===== config.mk =====
export PLATFORM = sky130hd
export DESIGN_NAME = alu_seq
export DESIGN_NICKNAME = d
export VERILOG_FILES = /design/src/rtl/alu_seq_pkg.sv /design/src/rtl/alu_seq_iter.sv /design/src/rtl/alu_seq.sv
export SDC_FILE = /design/constraint.sdc
export NUM_CORES = 1
export LEC_CHECK = 0
export CORE_MARGIN = 2
export CORE_UTILIZATION = 25
export DETAILED_ROUTE_END_ITERATION = 10
export PLACE_DENSITY = 0.36
export SYNTH_ARGS = -nofsm -noshare
export SYNTH_HDL_FRONTEND = slang
export SYNTH_SLANG_ARGS = --single-unit

===== constraint.sdc =====
create_clock -name clk -period 9.9 [get_ports clk]
set_clock_uncertainty 0.15 [all_clocks]
set_input_delay 2.475 -clock clk [delete_from_list [all_inputs] [get_ports clk]]
set_output_delay 2.475 -clock clk [all_outputs]
set_load 0.02 [all_outputs]

===== src/rtl/alu_seq_pkg.sv =====
// Shared definitions for the sequential ALU: opcode encodings and FSM state type.
package alu_seq_pkg;

  localparam logic [3:0] OP_ADD  = 4'h0;
  localparam logic [3:0] OP_SUB  = 4'h1;
  localparam logic [3:0] OP_MUL  = 4'h2;
  localparam logic [3:0] OP_DIV  = 4'h3;
  localparam logic [3:0] OP_SHL  = 4'h4;
  localparam logic [3:0] OP_SHR  = 4'h5;
  localparam logic [3:0] OP_ROL  = 4'h6;
  localparam logic [3:0] OP_ROR  = 4'h7;
  localparam logic [3:0] OP_AND  = 4'h8;
  localparam logic [3:0] OP_OR   = 4'h9;
  localparam logic [3:0] OP_XOR  = 4'hA;
  localparam logic [3:0] OP_NOR  = 4'hB;
  localparam logic [3:0] OP_NAND = 4'hC;
  localparam logic [3:0] OP_XNOR = 4'hD;
  localparam logic [3:0] OP_GT   = 4'hE;
  localparam logic [3:0] OP_EQ   = 4'hF;

  typedef enum logic [1:0] {
    IDLE    = 2'd0,
    MUL_RUN = 2'd1,
    DIV_RUN = 2'd2,
    FINISH  = 2'd3
  } state_t;

endpackage


===== src/rtl/alu_seq_iter.sv =====
// Iterative datapath shared by unsigned shift-add multiply and restoring divide,
// one bit per step, WIDTH steps per operation.
module alu_seq_iter #(
  parameter int WIDTH = 8
) (
  input  logic                 clk,
  input  logic                 rst_n,
  input  logic                 load,
  input  logic                 step,
  input  logic                 div,
  input  logic [WIDTH-1:0]     a,
  input  logic [WIDTH-1:0]     b,
  output logic [2*WIDTH-1:0]   product,
  output logic [WIDTH-1:0]     quotient,
  output logic                 last
);

  localparam int CW = $clog2(WIDTH);

  // acc is {high, low}: for MUL {partial sum, multiplier}, for DIV {remainder, dividend/quotient}
  logic [2*WIDTH-1:0] acc, acc_nxt;
  logic [WIDTH-1:0]   opnd;
  logic               div_q;
  logic [CW-1:0]      cnt;
  logic [WIDTH:0]     mul_sum, div_win, div_diff;
  logic               div_ge;

  // NOTE: every variable assigned in always_comb gets a value on every path, so no latch is inferred.
  always_comb begin
    mul_sum  = {1'b0, acc[2*WIDTH-1:WIDTH]} + (acc[0] ? {1'b0, opnd} : '0);
    div_win  = acc[2*WIDTH-1:WIDTH-1];
    div_ge   = (div_win >= {1'b0, opnd});
    div_diff = div_win - {1'b0, opnd};
    if (div_q)
      acc_nxt = {(div_ge ? div_diff[WIDTH-1:0] : div_win[WIDTH-1:0]), acc[WIDTH-2:0], div_ge};
    else
      acc_nxt = {mul_sum, acc[WIDTH-1:1]};
  end

  // NOTE: sequential state uses non-blocking assignments so all registers update from pre-edge values.
  always_ff @(posedge clk or negedge rst_n) begin
    if (!rst_n) begin
      acc   <= '0;
      opnd  <= '0;
      div_q <= 1'b0;
      cnt   <= '0;
    end else if (load) begin
      acc   <= {{WIDTH{1'b0}}, (div ? a : b)};
      opnd  <= div ? b : a;
      div_q <= div;
      cnt   <= '0;
    end else if (step) begin
      acc   <= acc_nxt;
      cnt   <= cnt + 1'b1;
    end
  end

  assign product  = acc;
  assign quotient = acc[WIDTH-1:0];
  assign last     = (cnt == CW'(WIDTH - 1));

endmodule


===== src/rtl/alu_seq.sv =====
// Sequential ALU: accepts one operation from IDLE, runs MUL/DIV iteratively,
// and registers the result and flags in FINISH with a one-cycle done pulse.
module alu_seq
  import alu_seq_pkg::*;
#(
  parameter int WIDTH = 8
) (
  input  logic             clk,
  input  logic             rst_n,
  input  logic             start,
  input  logic [WIDTH-1:0] A,
  input  logic [WIDTH-1:0] B,
  input  logic [3:0]       ALU_Sel,
  output logic             busy,
  output logic             done,
  output logic [WIDTH-1:0] ALU_Out,
  output logic             Carry,
  output logic             Zero,
  output logic             Negative,
  output logic             Overflow
);

  localparam int SHW = $clog2(WIDTH);
  localparam int MSB = WIDTH - 1;

  state_t             state, state_nxt;
  logic [WIDTH-1:0]   a_q, b_q;
  logic [3:0]         op_q;
  logic               accept, iter_load, iter_step, iter_last;
  logic [2*WIDTH-1:0] product;
  logic [WIDTH-1:0]   quotient;

  logic [WIDTH-1:0]   r;
  logic               c, v;
  logic [WIDTH:0]     add_s, sub_d, shl_w, shr_w;
  logic [2*WIDTH-1:0] rol_w, ror_w;
  logic [SHW-1:0]     sh_n;

  // The done cycle still counts as busy, so a start there is dropped.
  assign accept = (state == IDLE) && start && !done;
  assign busy   = (state != IDLE) || done;

  always_comb begin
    state_nxt = state;
    iter_load = 1'b0;
    iter_step = 1'b0;
    case (state)
      IDLE: begin
        if (accept) begin
          if (ALU_Sel == OP_MUL) begin
            state_nxt = MUL_RUN;
            iter_load = 1'b1;
          end else if (ALU_Sel == OP_DIV && B != '0) begin
            state_nxt = DIV_RUN;
            iter_load = 1'b1;
          end else begin
            state_nxt = FINISH;
          end
        end
      end
      MUL_RUN, DIV_RUN: begin
        iter_step = 1'b1;
        if (iter_last) state_nxt = FINISH;
      end
      FINISH:  state_nxt = IDLE;
      default: state_nxt = IDLE;
    endcase
  end

  alu_seq_iter #(.WIDTH(WIDTH)) u_iter (
    .clk      (clk),
    .rst_n    (rst_n),
    .load     (iter_load),
    .step     (iter_step),
    .div      (ALU_Sel == OP_DIV),
    .a        (A),
    .b        (B),
    .product  (product),
    .quotient (quotient),
    .last     (iter_last)
  );

  always_comb begin
    r     = '0;
    c     = 1'b0;
    v     = 1'b0;
    sh_n  = b_q[SHW-1:0];
    add_s = {1'b0, a_q} + {1'b0, b_q};
    sub_d = {1'b0, a_q} - {1'b0, b_q};
    shl_w = {1'b0, a_q} << sh_n;
    shr_w = {a_q, 1'b0} >> sh_n;
    rol_w = {a_q, a_q} << sh_n;
    ror_w = {a_q, a_q} >> sh_n;
    case (op_q)
      OP_ADD: begin
        r = add_s[WIDTH-1:0];
        c = add_s[WIDTH];
        v = (a_q[MSB] == b_q[MSB]) && (r[MSB] != a_q[MSB]);
      end
      OP_SUB: begin
        r = sub_d[WIDTH-1:0];
        c = sub_d[WIDTH];
        v = (a_q[MSB] != b_q[MSB]) && (r[MSB] != a_q[MSB]);
      end
      OP_MUL: begin
        r = product[WIDTH-1:0];
        c = |product[2*WIDTH-1:WIDTH];
      end
      OP_DIV: begin
        if (b_q == '0) begin
          r = '1;
          v = 1'b1;
        end else begin
          r = quotient;
        end
      end
      OP_SHL: begin
        r = shl_w[WIDTH-1:0];
        c = shl_w[WIDTH];
      end
      OP_SHR: begin
        r = shr_w[WIDTH:1];
        c = shr_w[0];
      end
      OP_ROL:  r = rol_w[2*WIDTH-1:WIDTH];
      OP_ROR:  r = ror_w[WIDTH-1:0];
      OP_AND:  r = a_q & b_q;
      OP_OR:   r = a_q | b_q;
      OP_XOR:  r = a_q ^ b_q;
      OP_NOR:  r = ~(a_q | b_q);
      OP_NAND: r = ~(a_q & b_q);
      OP_XNOR: r = ~(a_q ^ b_q);
      OP_GT:   r = {{(WIDTH-1){1'b0}}, (a_q > b_q)};
      OP_EQ:   r = {{(WIDTH-1){1'b0}}, (a_q == b_q)};
      default: r = '0;
    endcase
  end

  always_ff @(posedge clk or negedge rst_n) begin
    if (!rst_n) begin
      state    <= IDLE;
      a_q      <= '0;
      b_q      <= '0;
      op_q     <= OP_ADD;
      done     <= 1'b0;
      ALU_Out  <= '0;
      Carry    <= 1'b0;
      Zero     <= 1'b0;
      Negative <= 1'b0;
      Overflow <= 1'b0;
    end else begin
      state <= state_nxt;
      done  <= (state == FINISH);
      if (accept) begin
        a_q  <= A;
        b_q  <= B;
        op_q <= ALU_Sel;
      end
      // Zero/Negative come from the freshly computed r, not the old ALU_Out.
      if (state == FINISH) begin
        ALU_Out  <= r;
        Carry    <= c;
        Zero     <= (r == '0);
        Negative <= r[MSB];
        Overflow <= v;
      end
    end
  end

endmodule


Word level (Yosys, flattened, before mapping). Cells that the tools add are included.

Logic and storage cells: 100. Output and inout bits: 14. Bits in registers: 63.

Bitwise operators: 6. Reductions and logical operators: 17. Add/sub/neg operators: 5. Equality and inequality tests: 28. Order comparisons: 2. Muxes and demuxes: 24. Shifts and indexed selects: 4.

Operators by type and width (count): case mux 8 bit (16 select lines) (1); 2-to-1 mux 16 bit (3); 2-to-1 mux 8 bit (5); == test 4 bit, second input constant (8); inverter 8 bit (3); adder 8 x 8 -> 9 bit (2); == test 4 x 2 -> 1 bit, second input constant (4); == test 4 x 3 -> 1 bit, second input constant (4); logical NOT 8 bit (2); left shift 16 x 3 -> 16 bit (1); >> shifter 16 x 3 -> 8 bit (1); >= comparator 9 x 8 -> 1 bit (1); left shift 8 x 3 -> 9 bit (1); >> shifter 9 x 3 -> 9 bit (1); subtractor 8 x 8 -> 9 bit (1); AND 8 bit (1); == test 8 bit (1); > comparator 8 bit (1); bitwise OR 8 bit (1); nonzero test 8 bit (1); OR reduction 8 bit (1); subtractor 8 bit (1); XOR 8 bit (1); 2-to-1 mux 1 bit (7); other kinds (21) (33).

Longest topological paths before layout. Gate-level depths: netlist of the first run.

Depth after elaboration: 7. Depth in mapped cells: 13. Gate-level depth less buffers: 12.

Modules after synthesis. From an unflattened synthesis of the first run, not the netlist that was laid out.

Cell total of the unflattened synthesis: 751. Area total of the unflattened synthesis: 6409.9 um^2.

Modules (own cells, without submodules): alu_seq (times used 1, cells an instance 474, area each 4018.9 um^2); alu_seq_iter (times used 1, cells an instance 277, area each 2391.0 um^2).

Least setup slack after synthesis of the first run. Ideal clock, no wire load.

Path kind: input -> register. From: in ALU_Sel[3]. To: reg u_iter.acc[0] (netlist: u_iter.product[0]). Path slack: 5.464 ns. Data required time: 9.663 ns. Data arrival time: 4.199 ns. Stages: 8. Setup time: 0.087 ns. Cells stage by stage: nor4bb_1 > clkbuf_1 > a21boi_0 > nor2_1 > nor2_1 > clkbuf_1 > a21oi_1 > a22oi_1.

Word-level cells in the longest chain between the ends: 7.

Ends and longest elaborated chain: from (decl) (RTL line alu_seq.sv:13) `input logic [3:0] ALU_Sel,`; == test 4 x 2 -> 1 bit (RTL line alu_seq.sv:53, alu_seq.sv:75); logical AND 1 bit (RTL line alu_seq.sv:53) `end else if (ALU_Sel == OP_DIV && B != '0) begin`; 2-to-1 mux 1 bit (RTL line alu_seq.sv:53); 2-to-1 mux 1 bit (RTL line alu_seq.sv:50) `if (ALU_Sel == OP_MUL) begin`; 2-to-1 mux 1 bit (RTL line alu_seq.sv:49) `if (accept) begin`; 2-to-1 mux 1 bit (RTL line alu_seq.sv:47) `case (state)`; 2-to-1 mux 16 bit or nonzero test 2 bit (tied branches); to (signal assigned) (RTL line alu_seq_iter.sv:48) `acc <= {{WIDTH{1'b0}}, (div ? a : b)};`; to (signal assigned) (RTL line alu_seq_iter.sv:53) `acc <= acc_nxt;`; to (decl) (RTL line alu_seq_iter.sv:21) `logic [2*WIDTH-1:0] acc, acc_nxt;`.

Parallel ways exist; a longest one is shown, timed or not. A chain may end at the register's enable or synchronous reset.

Worst setup path after layout of the first run.
From: in B[7]. To: reg u_iter.acc[9] (netlist: u_iter.product[9]).

Word-level cells in the longest chain between the ends: 7.

Ends and longest elaborated chain: from (decl) (RTL line alu_seq.sv:12) `input logic [WIDTH-1:0] B,`; nonzero test 8 bit * (RTL line alu_seq.sv:53); logical AND 1 bit * (RTL line alu_seq.sv:53); 2-to-1 mux 1 bit * (RTL line alu_seq.sv:53); 2-to-1 mux 1 bit * (RTL line alu_seq.sv:50); 2-to-1 mux 1 bit * (RTL line alu_seq.sv:49); 2-to-1 mux 1 bit * (RTL line alu_seq.sv:47); 2-to-1 mux 16 bit or nonzero test 2 bit (tied branches).

Mark *: on every way between the ends. The rest lies on a longest branch, timed or not.

==> impl_summary.txt, run 1 <==
----------------------------------------------------
[Route]
  Total wirelength of the detailed-routed design ... 21300 microns
  Drt wl/cell ... 20.1 microns
  Max layer used ... met4
  Detailed-route via count ... 5567
  Post-DRT Antenna Nets ... 0
  Number of detailed-routing iterations run before antenna repair ... 7
  Wire length the detailed router placed on met1 ... 10700 microns
  Met2 Wirelength ... 9230 microns
  Vias/cell ... 5.24
  Drt initial violations ... 454
  DRC violation count after routing ... 0
  Met3 wire length ... 1100 microns

[Setup path]
  Worst-path cell chain ... clkdlybuf4s50_1 -> nor4_1 -> a21boi_0 -> o21ai_0 -> nand2_1 -> a211oi_1 -> a31o_2
  Slowest stage cell on the critical path ... sky130_fd_sc_hd__nor4_1
  Largest fanout of any net on the critical path ... 4
  Crit path required time ... 10.04 ns
  Critical path endpoint category ... flop
  Crit-path leading delay family ... compound AO/OA/AOI/OAI gates
  Buffer and inverter count on the worst path ... 1
  Critical path class ... in2reg
  Worst stage delay on the critical path ... 0.71 ns
  Data arrival time at the worst-slack endpoint ... 5.14 ns
  Kind of start point of the critical path ... input pin

[Placed design]
  Gpl congestion ... 0.853
  I/O Buffers ... 36
  Half-perimeter wire length of the detailed placement result ... 15700 microns

[STA]
  Accumulated negative setup slack ... 0 ns
  Tightest Pin Transition ... 1.01 ns
  Time the worst path needs with I/O delays and setup ... 5.00 ns
  RSZ-0062 raised after global routing ... no
  Highest achievable clock rate ... 0.200 GHz
  Period Utilization, post-route ... 50.5%
  Worst rel slew slack ... 32.9%
  Hold Violations, Final ... 0
  Final Max Slew Viols ... 0
  Count of final setup violators ... 0

[Clocking]
  Number of clock buffers inserted by TritonCTS ... 9
  Total of cells resized after clock tree synthesis ... 0
  Clock transition at the registers of the reported paths ... 0.07 ns
  CTS tree ... yes
  Sink Count ... 62
  Root Buffer Master ... sky130_fd_sc_hd__clkbuf_16
  Hold_buf cts ... 0
  Clock Latency Late Sink ... 0.35 ns
  H-tree depth ... 3
  Setup fix buffers added after clock tree synthesis ... 0
  Maximum buffer depth of the clock tree ... 2

[Floorplan]
  Chip Height ... 159 microns
  Initial Util ... 25.5%
  Die Width ... 159 microns
  DIE AREA ... 25300 sq um
  Std-Cell Rows ... 56
  Core footprint ... 23500 sq um
  Number of top-level pins ... 37

[Global routing]
  Remaining Overflow, GRT ... 0
  Antenna violations before repair ... 0
  GRT Total Usage ... 17.0%
  Maximum number of pins on one net before global-route repair ... 63
  Number of global-route vias before repair ... 5533
  Wire length of the first global-routing pass ... 33400 microns

[Synth]
  Number of distinct standard cells referenced by the synthesized netlist ... 73
  Async SR Flop Fraction ... 100%
  Leading register cell type out of synthesis ... sky130_fd_sc_hd__dfrtp_1
  Cell area after synthesis ... 6010 sq um
  Ranking of synthesized cells by area ... sky130_fd_sc_hd__dfrtp_1 (26%), sky130_fd_sc_hd__ha_1 (9.6%), sky130_fd_sc_hd__mux2i_1 (8.7%)
  Post-synthesis sequential element count ... 62
  Post-synthesis average cell area ... 8.22 sq um
  Sequential cell area fraction in the yosys report ... 25.8%
  Synthesized netlist net count ... 804
  Most common library cells after synthesis ... sky130_fd_sc_hd__nor2_1 (70), sky130_fd_sc_hd__a21oi_1 (63), sky130_fd_sc_hd__dfrtp_1 (62), sky130_fd_sc_hd__nand2_1 (58), sky130_fd_sc_hd__mux2i_1 (52)
  Largest area contributor in the synthesized netlist ... sky130_fd_sc_hd__dfrtp_1
  Number of cells produced by synthesis ... 731
  Number of flops mapped to enable cells by yosys ... 0
  Most instantiated library cell after synthesis ... sky130_fd_sc_hd__nor2_1
  Number of warnings reported in the yosys synthesis log ... 0
  Proportion of netlist area held by the largest area contributor ... 25.8%

[Finish]
  Diodes inserted ... 0
  Count of nets after finishing ... 812
  Fraction of layout instances using a drive strength above 1 ... 8.20%
  Area added between synthesis and finish ... 15.7%

[Worst hold path]
  Class of the most critical hold timing path ... reg2reg

[Status]
  Result of the run ... finished, final reports clean

[Job]
  Maxcap violations ... 0

----------------------------------------------------
metal layers:
metal / GRT usage [%] / vias to the layer above
met2: 25.5 / 159
met4: 3.84 / 0
met5: 0 / -
met3: 3.41 / 16
met1: 25.0 / 2716
li1: - / 2676
per-stage QoR:
stage          worst slack (ns)  std cells  util, %  area (sq um)  hold WS (ns)
3_3_place_gp               4.72       1047     28.2          6630         0.324
3_5_place_dp               4.66       1047     28.2          6630         0.320
4_1_cts                    5.03       1063     29.5          6950         0.334
2_1_floorplan              5.46        731        -          6010         0.340
5_1_grt                    4.80       1063     29.5          6950         0.360
6_report                   4.90       1063     29.5          6950         0.335
worst min-delay path: cells and delay by family, from the launching register on:
family | cells | cell delay, ns
flip-flops | 1 | 0.35
AND/OR/NAND/NOR | 2 | 0.11
path summary, 6_finish.rpt:
kind	startpoint	to	slack (ns)	depth (start not counted)
setup / recovery	B[7]	u_iter.product[9]	4.90	7
hold / removal	op_q[3]	op_q[3]	0.33	2
setup reg to reg	b_q[1]	Zero	5.51	11
hold reg to reg	op_q[3]	op_q[3]	0.33	2
max in group asynchronous	rst_n	op_q[0]	6.83	2
min in group asynchronous	rst_n	ALU_Out[3]	2.16	2
cell families after synthesis:
group,count (synthesis),synth area share (%)
buf+inv,93,6.58
xor+xnor,15,2.19
flops,62,25.8
mux,71,12.8
fa+ha+maj,50,10.9
compound gates,218,23.8
simple gates,222,17.9
final cells by class:
class                   count  area [sq um]
clock buffers               9           225
clock inverters             7          95.1
fillers                  2572         16600
inverters                  43           161
multi-input cells         576          4080
flip-flops and latches     62          1550
well taps                 319           399
repair buffers             47           438
registers in the layout, summed over array words and instances (netlist names), 2 cells and up:
signal          count
ALU_Out             8
a_q                 8
b_q                 8
op_q                4
state               2
u_iter.cnt          3
u_iter.opnd         8
u_iter.product     16
cells in the final DEF (no fill, tap or decap), types with 6 or more instances in the layout:
cell                              Yosys  layout
sky130_fd_sc_hd__nor2_1              70      68
sky130_fd_sc_hd__a21oi_1             63      63
sky130_fd_sc_hd__dfrtp_1             62      61
sky130_fd_sc_hd__nand2_1             58      58
sky130_fd_sc_hd__mux2i_1             52      52
sky130_fd_sc_hd__o21ai_0             49      49
sky130_fd_sc_hd__ha_1                46      46
sky130_fd_sc_hd__inv_1               42      42
sky130_fd_sc_hd__clkdlybuf4s50_1      0      35
sky130_fd_sc_hd__a211oi_1            18      18
sky130_fd_sc_hd__nor3_1              16      16
sky130_fd_sc_hd__mux2_2              15      15
sky130_fd_sc_hd__nor2b_1             12      12
sky130_fd_sc_hd__nand2b_1            11      11
sky130_fd_sc_hd__and2_1              11      11
sky130_fd_sc_hd__buf_4                4      11
sky130_fd_sc_hd__xnor2_1              9       9
sky130_fd_sc_hd__nor4_1               9       9
sky130_fd_sc_hd__clkbuf_16            0       9
sky130_fd_sc_hd__a31oi_1              8       8
sky130_fd_sc_hd__a21o_1               6       6
sky130_fd_sc_hd__o21a_1               6       6
sky130_fd_sc_hd__xor2_1               6       6
Power of run 1 is not shown: default switching activity piles up to over one toggle a cycle in this logic, so the estimate is an artifact.
==> inputs of run 2 (changes only) <==
==> constraint.sdc (replaced) <==
create_clock -name clk -period 4.7 [get_ports clk]
set_clock_uncertainty 0.15 [all_clocks]
set_input_delay 1.175 -clock clk [delete_from_list [all_inputs] [get_ports clk]]
set_output_delay 1.175 -clock clk [all_outputs]
set_load 0.02 [all_outputs]
==> impl_summary.txt, run 2 (synthesis results as in run 1) <==
----------------------------------------------------
[Status]
  Result of the run ... finished, final reports clean

[STA]
  Count of final setup violators ... 0
  Hold Violations, Final ... 0
  Final Max Slew Viols ... 0
  RSZ-0062 raised after global routing ... no
  Highest achievable clock rate ... 0.246 GHz
  Final worst slack ... 0.629 ns
  Tightest Pin Transition ... 1.00 ns
  Worst rel slew slack ... 33.1%
  Time the worst path needs with I/O delays and setup ... 4.07 ns
  Accumulated negative setup slack ... 0 ns
  Period Utilization, post-route ... 86.6%
  Post-Route Hold Slack ... 0.341 ns

[Route]
  Drt wl/cell ... 19.7 microns
  Detailed-route via count ... 5627
  Vias/cell ... 5.24
  Total wirelength of the detailed-routed design ... 21200 microns
  Drt initial violations ... 503
  DRC violation count after routing ... 0
  Post-DRT Antenna Nets ... 0
  Number of detailed-routing iterations run before antenna repair ... 5

[Clocking]
  CTS tree ... yes
  Sink Count ... 62
  Setup fix buffers added after clock tree synthesis ... 0
  Clock Latency Late Sink ... 0.35 ns
  Total of cells resized after clock tree synthesis ... 0
  Hold_buf cts ... 0
  Clock transition at the registers of the reported paths ... 0.06 ns
  Root Buffer Master ... sky130_fd_sc_hd__clkbuf_16
  Number of clock buffers inserted by TritonCTS ... 9
  Maximum buffer depth of the clock tree ... 2
  H-tree depth ... 3

[Finish]
  Most common cell after layout, fill and taps aside ... sky130_fd_sc_hd__nor2_1
  Number of flip-flops under the largest register name ... 16
  Count of nets after finishing ... 822
  Fraction of layout instances using a drive strength above 1 ... 9.42%
  Area added between synthesis and finish ... 16.7%
  Diodes inserted ... 0
  Final non-filler cell total ... 1073
  Highest-count cells in the layout ignoring fill and taps ... sky130_fd_sc_hd__nor2_1 (68), sky130_fd_sc_hd__a21oi_1 (63), sky130_fd_sc_hd__dfrtp_1 (61), sky130_fd_sc_hd__nand2_1 (58), sky130_fd_sc_hd__mux2i_1 (52)
  Number of filler cells placed in the layout ... 2573

[Floorplan]
  Number of top-level pins ... 37
  Core footprint ... 23500 sq um
  Std-Cell Rows ... 56
  Initial Util ... 25.5%
  Die Width ... 159 microns
  Chip Height ... 159 microns
  DIE AREA ... 25300 sq um

[Setup path]
  Largest fanout of any net on the critical path ... 18
  Kind of start point of the critical path ... flop
  Setup crit start ... b_q[2]
  R2R Setup Slk ... 0.63 ns
  Startpoint of the most critical register-to-register path ... b_q[2]
  Crit path required time ... 4.78 ns
  R2R Path End ... Zero
  Critical path endpoint category ... flop
  Worst Reg2Reg Path Length in Cells ... 10
  Data arrival time at the worst-slack endpoint ... 4.15 ns
  Critical path class ... reg2reg

[Job]
  Maxcap violations ... 0

[Placed design]
  Placed Cells ... 1057
  Half-perimeter wire length of the detailed placement result ... 16200 microns
  I/O Buffers ... 36
  DP Worst Slack ... 0.654 ns
  Gpl congestion ... 0.872

[Global routing]
  Antenna violations before repair ... 1
  Maximum number of pins on one net before global-route repair ... 41
  Number of global-route vias before repair ... 5646
  Wire length of the first global-routing pass ... 33300 microns
  GRT Total Usage ... 16.8%
  Remaining Overflow, GRT ... 0

[Worst hold path]
  Class of the most critical hold timing path ... reg2reg
  WHS Path Cells ... 2
  Hold path start ... ALU_Out[3]
  Destination of the worst hold path ... ALU_Out[3]

----------------------------------------------------
## run 2: worst max-delay path: stages, from the launching register on
cell	delay [ns]
sky130_fd_sc_hd__dfrtp_1	0.70
sky130_fd_sc_hd__inv_1	0.38
sky130_fd_sc_hd__ha_1	0.60
sky130_fd_sc_hd__nand2b_1	0.10
sky130_fd_sc_hd__o311a_1	0.16
sky130_fd_sc_hd__or4_4	0.44
sky130_fd_sc_hd__a31oi_4	0.22
sky130_fd_sc_hd__o21bai_1	0.11
sky130_fd_sc_hd__o2bb2ai_1	0.16
sky130_fd_sc_hd__or4b_1	0.56
sky130_fd_sc_hd__o41ai_1	0.37
## run 2: final cells by class
type	count	area [sq um]	share of cell area [%]
Clock buffer	10	239	3.41
Clock inverter	6	67.6	0.964
Inverter	43	161	2.30
Multi-Input combinational cell	576	4080	58.2
Sequential cell	62	1550	22.1
Tap cell	319	399	5.69
Timing Repair Buffer	57	513	7.32
## run 2: how the worst max path moves through the flow
stage	endpoint	slack, ns	depth (start not counted)
after floorplan	Zero	1.24	11
after global placement	Zero	0.84	10
after detailed placement	Zero	0.65	10
after CTS	Zero	0.62	10
after global routing	Zero	0.39	10
final	Zero	0.63	10
## run 2: stage by stage
stage,util [%],area (sq um)
final,29.8,7010
after global routing,29.8,7010
after CTS,29.8,7010
after detailed placement,28.5,6710
after global placement,28.5,6710
after floorplan,-,6010
## run 2: metal layers
layer,vias up,global-route usage (%),wire [microns]
met1,2763,25.1,10900
met3,20,3.28,995
li1,2685,-,-
met5,-,0,12
met4,2,4.09,267
met2,157,24.8,8990
Power of run 2 is left out for the same reason.
